--- src/rtl/vga_timing_gen.sv ---
// ---------------------------------------------------------------------------
// vga_timing_gen
//
// Parametrised video timing generator. A divider turns the system clock into
// a pixel-rate tick; on each tick the horizontal counter advances and, at the
// end of a line, the vertical counter advances. Every video output is a
// register loaded from the next x/y value, so x, y, hsync, vsync and video_on
// all change on the same clk edge.
//
// Ports
//   clk          in   system clock (single domain)
//   reset        in   synchronous, active-high reset
//   enable       in   run control; low freezes divider, counters and outputs
//   pixel_tick   out  one-clk pulse on each pixel advance
//   hsync        out  horizontal sync, asserted level HSYNC_POL
//   vsync        out  vertical sync, asserted level VSYNC_POL
//   video_on     out  high while (x,y) is inside the display area
//   x, y         out  current position (CNT_W bits)
//   line_start   out  one-clk strobe when x wraps to 0
//   frame_start  out  one-clk strobe when (x,y) wraps to (0,0)
//   frame_count  out  completed frames, wraps modulo 2^16
//
// Handshake: there is no valid/ready pairing here. pixel_tick acts as a
// qualifier only: consumers may sample x/y/video_on on any clk, and the
// values stay stable for CLK_DIV clks between ticks.
// ---------------------------------------------------------------------------
module vga_timing_gen #(
  parameter int H_DISPLAY = 640,
  parameter int H_FRONT   = 16,
  parameter int H_SYNC    = 96,
  parameter int H_BACK    = 48,
  parameter int V_DISPLAY = 480,
  parameter int V_FRONT   = 10,
  parameter int V_SYNC    = 2,
  parameter int V_BACK    = 33,
  parameter int HSYNC_POL = 0,
  parameter int VSYNC_POL = 0,
  parameter int CLK_DIV   = 4,
  parameter int CNT_W     = 10
) (
  input  logic             clk,
  input  logic             reset,
  input  logic             enable,
  output logic             pixel_tick,
  output logic             hsync,
  output logic             vsync,
  output logic             video_on,
  output logic [CNT_W-1:0] x,
  output logic [CNT_W-1:0] y,
  output logic             line_start,
  output logic             frame_start,
  output logic [15:0]      frame_count
);

  localparam int H_TOTAL = H_DISPLAY + H_FRONT + H_SYNC + H_BACK;
  localparam int V_TOTAL = V_DISPLAY + V_FRONT + V_SYNC + V_BACK;

  // A divide-by-one still needs a 1-bit counter to keep the logic uniform.
  localparam int DIV_W = (CLK_DIV > 1) ? $clog2(CLK_DIV) : 1;
  localparam logic [DIV_W-1:0] DIV_LAST = DIV_W'(CLK_DIV - 1);

  localparam logic [CNT_W-1:0] H_LAST = CNT_W'(H_TOTAL - 1);
  localparam logic [CNT_W-1:0] V_LAST = CNT_W'(V_TOTAL - 1);

  // Range bounds carry one extra bit so a display width equal to 2^CNT_W
  // still compares correctly.
  localparam logic [CNT_W:0] H_DISP_LIM = (CNT_W+1)'(H_DISPLAY);
  localparam logic [CNT_W:0] V_DISP_LIM = (CNT_W+1)'(V_DISPLAY);
  localparam logic [CNT_W:0] HS_START   = (CNT_W+1)'(H_DISPLAY + H_FRONT);
  localparam logic [CNT_W:0] HS_END     = (CNT_W+1)'(H_DISPLAY + H_FRONT + H_SYNC - 1);
  localparam logic [CNT_W:0] VS_START   = (CNT_W+1)'(V_DISPLAY + V_FRONT);
  localparam logic [CNT_W:0] VS_END     = (CNT_W+1)'(V_DISPLAY + V_FRONT + V_SYNC - 1);

  localparam logic HS_ACT = (HSYNC_POL != 0);
  localparam logic VS_ACT = (VSYNC_POL != 0);

  logic [DIV_W-1:0] div_cnt_q, div_cnt_d;
  logic [CNT_W-1:0] x_q, x_d;
  logic [CNT_W-1:0] y_q, y_d;
  logic             hsync_q, hsync_d;
  logic             vsync_q, vsync_d;
  logic             video_on_q, video_on_d;
  logic             line_start_q, line_start_d;
  logic             frame_start_q, frame_start_d;
  logic [15:0]      frame_count_q, frame_count_d;
  logic             tick;
  logic [CNT_W:0]   x_ext, y_ext;

  assign tick = enable && (div_cnt_q == DIV_LAST);

  always_comb begin
    div_cnt_d     = div_cnt_q;
    x_d           = x_q;
    y_d           = y_q;
    hsync_d       = hsync_q;
    vsync_d       = vsync_q;
    video_on_d    = video_on_q;
    line_start_d  = 1'b0;
    frame_start_d = 1'b0;
    frame_count_d = frame_count_q;
    x_ext         = '0;
    y_ext         = '0;

    if (enable) begin
      div_cnt_d = (div_cnt_q == DIV_LAST) ? '0 : div_cnt_q + DIV_W'(1);
    end

    if (tick) begin
      if (x_q == H_LAST) begin
        x_d          = '0;
        line_start_d = 1'b1;
        if (y_q == V_LAST) begin
          y_d           = '0;
          frame_start_d = 1'b1;
          frame_count_d = frame_count_q + 16'd1;
        end else begin
          y_d = y_q + CNT_W'(1);
        end
      end else begin
        x_d = x_q + CNT_W'(1);
      end

      // Decode from the next position so the registered flags line up with
      // the registered x/y on the same edge.
      x_ext      = {1'b0, x_d};
      y_ext      = {1'b0, y_d};
      hsync_d    = ((x_ext >= HS_START) && (x_ext <= HS_END)) ? HS_ACT : ~HS_ACT;
      vsync_d    = ((y_ext >= VS_START) && (y_ext <= VS_END)) ? VS_ACT : ~VS_ACT;
      video_on_d = (x_ext < H_DISP_LIM) && (y_ext < V_DISP_LIM);
    end
  end

  always_ff @(posedge clk) begin
    if (reset) begin
      div_cnt_q     <= '0;
      x_q           <= '0;
      y_q           <= '0;
      hsync_q       <= ~HS_ACT;
      vsync_q       <= ~VS_ACT;
      video_on_q    <= 1'b1;
      line_start_q  <= 1'b0;
      frame_start_q <= 1'b0;
      frame_count_q <= '0;
    end else begin
      div_cnt_q     <= div_cnt_d;
      x_q           <= x_d;
      y_q           <= y_d;
      hsync_q       <= hsync_d;
      vsync_q       <= vsync_d;
      video_on_q    <= video_on_d;
      line_start_q  <= line_start_d;
      frame_start_q <= frame_start_d;
      frame_count_q <= frame_count_d;
    end
  end

  assign pixel_tick  = tick;
  assign hsync       = hsync_q;
  assign vsync       = vsync_q;
  assign video_on    = video_on_q;
  assign x           = x_q;
  assign y           = y_q;
  assign line_start  = line_start_q;
  assign frame_start = frame_start_q;
  assign frame_count = frame_count_q;

endmodule

--- config.mk ---
export PLATFORM = sky130hd
export DESIGN_NAME = vga_timing_gen
export DESIGN_NICKNAME = d
export VERILOG_FILES = /design/src/rtl/vga_timing_gen.sv
export SDC_FILE = /design/constraint.sdc
export NUM_CORES = 1
export LEC_CHECK = 0
export BUFFER_PORTS_ARGS = -buffer_cell sky130_fd_sc_hd__buf_2
export CAP_MARGIN = 20
export CORE_MARGIN = 8
export CORE_UTILIZATION = 55
export CTS_CLUSTER_DIAMETER = 30
export DETAILED_ROUTE_END_ITERATION = 10
export HOLD_SLACK_MARGIN = 0.1
export PLACE_DENSITY = 0.88
export RECOVER_POWER = 50
export SETUP_SLACK_MARGIN = 0.02
export SYNTH_ARGS = -nofsm -noshare
export SYNTH_HDL_FRONTEND = slang
export SYNTH_SLANG_ARGS = --single-unit
--- constraint.sdc ---
create_clock -name clk -period 3.1 [get_ports clk]
set_clock_uncertainty 0.2 [all_clocks]
set_input_delay 0.155 -clock clk [delete_from_list [all_inputs] [get_ports clk]]
set_output_delay 0.155 -clock clk [all_outputs]
set_load 0.01 [all_outputs]
==> results of run 1 <==
[critical path, stage by stage, from the launching register on]
cell,delay (ns)
dfxtp_1,0.45
ha_1,0.28
nand4_1,0.13
or3_1,0.60
a2111oi_0,0.53
o22a_1,0.21
a221o_1,0.12
o21ai_2,0.05
[power breakdown]
group	internal [mW]	switching (mW)	total, mW
Sequential	0.555	0.00253	0.557
Clock	0.154	0.192	0.346
Combinational	0.00690	0.0155	0.0224
[worst max path at each step]
stage	from	endpoint	slack (ns)
final	x[1]$_SDFFE_PP0P_	video_on$_SDFFE_PP1P_	0.42
after floorplan	x[1]$_SDFFE_PP0P_	frame_count[15]$_SDFFE_PP0P_	0.62
after detailed placement	x[1]$_SDFFE_PP0P_	video_on$_SDFFE_PP1P_	0.47
after global placement	x[1]$_SDFFE_PP0P_	video_on$_SDFFE_PP1P_	0.64
after global routing	x[1]$_SDFFE_PP0P_	video_on$_SDFFE_PP1P_	0.36
after CTS	x[1]$_SDFFE_PP0P_	video_on$_SDFFE_PP1P_	0.44
[per-layer routing]
metal	vias up	wire [um]	global-route usage [%]
li1	1164	-	-
met1	1108	2541	22.31
met2	100	2972	31.09
met3	10	530	5.519
met4	0	113	8.947
met5	-	0	0
[sequential cells by signal (all words and copies together), names as in the netlist]
register and count:
frame_count 16, x 10, y 10, div_cnt_q 2, frame_start 1, hsync 1, line_start 1, video_on 1
vsync 1
[repair_timing]
item / in CTS / in global routing
setup endpoints to repair: 0 / 0
endpoints found under the hold margin: 2 / 0
hold buffers: 1 / 0
[cells in the mapped netlist (7+ instances only)]
library cell	count
nand2_1	27
or3_1	7
nor3_1	16
o21ai_0	15
xor2_1	12
a21oi_1	26
xnor2_1	10
nand4_1	10
nor2_1	33
and3_1	7
nand3_1	12
dfxtp_1	43
clkbuf_1	14
inv_1	9
[final cells by class]
type	instances	area, um2	area share [%]
clock buffer	5	68.82	2.540
clock inverter	3	15.01	0.5543
inverter	9	33.78	1.247
multi-input combinational	230	1435	52.98
sequential	43	860.8	31.78
tap	52	65.06	2.402
timing repair buffer	52	230.2	8.499
[logic make-up (layout without fill, tap and decap cells)]
logic type | count (synthesis) | in the layout | share of synthesized area, %
simple gates | 133 | 133 | 29.90
mux | 3 | 3 | 1.235
compound gates | 66 | 66 | 16.88
flops | 43 | 43 | 35.41
fa+ha+maj | 6 | 6 | 3.088
xor+xnor | 22 | 22 | 7.926
buf+inv | 30 | 69 | 5.558
[metrics by stage]
stage                     std cells  instance area [um2]  utilization (%)  total power [mW]
after floorplan                 303                 2431                -            0.5862
after global placement          385                 2668            62.12            0.5918
after detailed placement        385                 2668            62.12            0.5923
after CTS                       394                 2761            64.31            0.9338
after global routing            394                 2709            63.08            0.9594
final                           394                 2709            63.08            0.9259
==> results.sh, run 1 <==
export IMPL_status="finished clean"
export IMPL_ys_ff_latch=43
export IMPL_cts_sinks=43
export IMPL_peakVddDrop_uv=189.7
export IMPL_syn_area_per_cell_um2=8.023
export IMPL_holdPathStages=2
export IMPL_fmax_mhz=372.8
export IMPL_fill_cells=405
export IMPL_die_height_um=82.49
export IMPL_rsz0062_at_grt="false"
export IMPL_initial_core_util_pct=56.61
export IMPL_cts_buffers=5
export IMPL_final_hold_violation_count=0
export IMPL_dr_pass1_iters=5
export IMPL_cts_tree="yes"
export IMPL_fin_crit_ns=2.682
export IMPL_hold_class="input port to flop"
export IMPL_worstSetupEndpointType="flop"
export IMPL_nets=350
export IMPL_synthFlopType="dfxtp_1"
export IMPL_cts_max_level=2
export IMPL_setup_viol=0
export IMPL_grt_pass1_wl_mm=10.31
export IMPL_diodes=0
export IMPL_worst_setup_path_type="flop to flop"
export IMPL_area_growth_pct=11.43
export IMPL_period_share_pct=86.52
export IMPL_num_rows=24
export IMPL_syn_inst=303
export IMPL_syn_area_um2=2431
export IMPL_worstMarginPinSlew_ns=0.7837
export IMPL_crit_fanout=8
export IMPL_min_to="x[7]$_SDFFE_PP0P_"
export IMPL_place_ws_ns=0.4669
export IMPL_slew_viol_final=0
export IMPL_grt_ovfl_total=0
export IMPL_crit_required_ns=3.10
export IMPL_core_um2=4294
export IMPL_clockBufferDepth=2
export IMPL_layout_common_cells="dfxtp_1 (43), clkbuf_1 (40), nor2_1 (33)"
export IMPL_synth_edf_count=0
export IMPL_vias=2382
export IMPL_ant_nets=0
export IMPL_cts_resized=0
export IMPL_wl_mm=6.158
export IMPL_grt_max_degree=46
export IMPL_postSynth_asyncResetShare_pct=0
export IMPL_routedWlPerCell_um=15.63
export IMPL_path_clk_slew_ns=0.08
export IMPL_synth_area_top_cells="dfxtp_1 (35%), a21oi_1 (5.4%), nor2_1 (5.1%)"
export IMPL_drc_errors=0
export IMPL_yosysTopAreaCell="dfxtp_1"
export IMPL_crit_path_start_kind="flop"
export IMPL_vias_per_cell=6.046
export IMPL_io_pin_count=45
export IMPL_place_hpwl_mm=4.428
export IMPL_synth_seq_area_share_pct=35.41
export IMPL_regToRegSetupSlack_ns=0.42
export IMPL_die_x_um=82.49
export IMPL_final_common_cell="dfxtp_1"
export IMPL_holdCritStartpoint="reset"
export IMPL_drtIter0Drc=227
export IMPL_numPortBuffers=44
export IMPL_syn_nets=312
export IMPL_clk_latency_ns=0.30
export IMPL_fp_dieArea_um2=6804
export IMPL_post_cts_repair_setup_buffers=0
export IMPL_slew_headroom_pct=47.75
export IMPL_cts_root_buf="clkbuf_8"
export IMPL_hold_ws_ns=0.2145
export IMPL_drive_above_1_share_pct=8.480
export IMPL_setup_ws_ns=0.4178
export IMPL_antenna_found_initial=0
export IMPL_reg2regPathDepth=7
export IMPL_arrival_ns=2.68
export IMPL_synth_top_cell_area_share_pct=35.41
export IMPL_power_leakage_nw=0.9363
export IMPL_ys_warn_count=0
export IMPL_timing_rr_end="video_on$_SDFFE_PP1P_"
export IMPL_timing_rr_start="x[1]$_SDFFE_PP0P_"
export IMPL_cap_violations=0
export IMPL_synth_cell_types=52
export IMPL_powerDensity_nw_per_um2=341.8
export IMPL_grt_util_all_layers_pct=18.99
export IMPL_setup_tns_ns=0
export IMPL_grt_pass1_vias=2162
export IMPL_gp_congestion=0.8786
(Power assumes the default switching activity.)
==> run 2, diff against run 1 <==
clock period = 2.8 ns   (was 3.1 ns; I/O delays follow)
==> results.sh, run 2 (synthesis gave the netlist of run 1 again) <==
export IMPL_timing_rr_start="x[0]$_SDFFE_PP0P_"
export IMPL_rsz0062_at_grt="false"
export IMPL_grt_pass1_vias=2265
export IMPL_final_common_cell="dfxtp_1"
export IMPL_instances_no_fill=395
export IMPL_fill_cells=385
export IMPL_wl_mm=6.209
export IMPL_worstMarginPinSlew_ns=0.7873
export IMPL_grt_ovfl_total=0
export IMPL_seq_power_share_pct=50.2
export IMPL_combPwrFrac_pct=2.1
export IMPL_cts_tree="yes"
export IMPL_multi_input_area_um2=1435
export IMPL_cts_buffers=5
export IMPL_slew_viol_final=0
export IMPL_path_clk_slew_ns=0.09
export IMPL_power_internal_mw=0.9779
export IMPL_diodes=0
export IMPL_regArea_um2=860.8
export IMPL_holdCritStartpoint="reset"
export IMPL_drive_above_1_share_pct=8.746
export IMPL_crit_path_start_kind="flop"
export IMPL_largest_reg_flops=16
export IMPL_numPortBuffers=44
export IMPL_dr_pass1_iters=5
export IMPL_vias=2451
export IMPL_status="finished clean"
export IMPL_num_rows=24
export IMPL_fin_crit_ns=2.657
export IMPL_post_cts_repair_setup_buffers=0
export IMPL_slew_headroom_pct=47.51
export IMPL_place_hpwl_mm=4.250
export IMPL_placed_area_um2=2675
export IMPL_drc_errors=0
export IMPL_power_leakage_nw=0.9571
export IMPL_grt_util_all_layers_pct=18.44
export IMPL_setup_tns_ns=0
export IMPL_setup_ws_ns=0.1427
export IMPL_setup_viol=0
export IMPL_core_um2=4294
export IMPL_cts_max_level=2
export IMPL_pwr_share_clk_pct=47.7
export IMPL_peakVddDrop_uv=293.8
export IMPL_die_height_um=82.49
export IMPL_cts_resized=0
export IMPL_ant_nets=0
export IMPL_crit_fanout=8
export IMPL_vias_per_cell=6.205
export IMPL_powerDensity_nw_per_um2=443.7
export IMPL_cap_violations=0
export IMPL_p_switching_mw=0.2507
export IMPL_period_share_pct=94.90
export IMPL_hold_ws_ns=0.1974
export IMPL_fmax_mhz=376.3
export IMPL_clk_latency_ns=0.31
export IMPL_drtIter0Drc=302
export IMPL_place_ws_ns=0.2011
export IMPL_switching_share_pct=20.41
export IMPL_antenna_found_initial=0
export IMPL_nets=351
export IMPL_final_hold_violation_count=0
export IMPL_arrival_ns=2.66
export IMPL_initial_core_util_pct=56.61
export IMPL_crit_required_ns=2.80
export IMPL_final_area_um2=2769
export IMPL_io_pin_count=45
export IMPL_routedWlPerCell_um=15.72
export IMPL_fp_dieArea_um2=6804
export IMPL_cts_hold_buf=1
export IMPL_hold_class="input port to flop"
export IMPL_dpl_cell_count=386
export IMPL_die_x_um=82.49
export IMPL_worstSetupEndpointType="flop"
export IMPL_grt_pass1_wl_mm=10.09
export IMPL_area_growth_pct=13.90
export IMPL_clockBufferDepth=2
export IMPL_worst_setup_path_type="flop to flop"
export IMPL_crit_path_start="x[0]$_SDFFE_PP0P_"
export IMPL_cts_root_buf="clkbuf_8"
export IMPL_cts_sinks=43
export IMPL_layout_common_cells="dfxtp_1 (43), clkbuf_1 (40), nor2_1 (33)"
export IMPL_gp_congestion=0.9068
export IMPL_grt_max_degree=46
==> run 2: cell types whose count changed in the layout (fill, tap and decap cells not counted) <==
| cell | previous run | this run |
|---|---|---|
| clkinv_2 | 3 | 0 |
| buf_4 | 6 | 7 |
| bufinv_16 | 0 | 2 |
| clkinvlp_4 | 0 | 1 |
==> run 2: path summary, 6_finish.rpt <==
| check | to | slack (ns) | cells past startpoint |
|---|---|---|---|
| worst max-delay path | video_on$_SDFFE_PP1P_ | 0.14 | 7 |
| worst min-delay path | frame_count[5]$_SDFFE_PP0P_ | 0.20 | 2 |
| worst max register to register | video_on$_SDFFE_PP1P_ | 0.14 | 7 |
| worst min register to register | div_cnt_q[1]$_SDFFE_PP0P_ | 0.31 | 2 |
==> run 2: critical path, stage by stage (launching register included) <==
cell	delay, ns
dfxtp_1	0.44
ha_1	0.27
nand4_1	0.15
or3_1	0.62
a2111oi_0	0.48
o22a_1	0.22
a221o_1	0.13
o21ai_2	0.05
==> run 2: per-stage QoR <==
step	utilization [%]	power, mW
after floorplan	-	0.6490
after global placement	62.30	0.6558
after detailed placement	62.30	0.6566
after CTS	65.71	1.235
after global routing	64.48	1.261
final	64.48	1.229
==> run 2: power groups by stage <==
| stage | Sequential [mW] | Combinational [mW] | Clock (mW) |
|---|---|---|---|
| after floorplan | 0.631 | 0.0178 | 0 |
| after global placement | 0.631 | 0.0250 | 0 |
| after detailed placement | 0.631 | 0.0256 | 0 |
| after CTS | 0.617 | 0.0268 | 0.592 |
| after global routing | 0.617 | 0.0299 | 0.614 |
| final | 0.617 | 0.0262 | 0.586 |
==> run 2: routing by layer <==
metal	wire (um)	global-route usage, %	vias to the layer above
met1	2647	21.39	1142
met2	2923	30.85	122
met4	148	10.18	0
met5	0	0	-
met3	490	4.004	17
li1	-	-	1170
==> run 2: area by class of cell <==
type | count | area share [%]
inverter | 9 | 1.220
sequential | 43 | 31.09
timing repair buffer | 53 | 8.586
clock inverter | 3 | 2.440
clock buffer | 5 | 2.485
multi-input combinational | 230 | 51.83
tap | 52 | 2.350
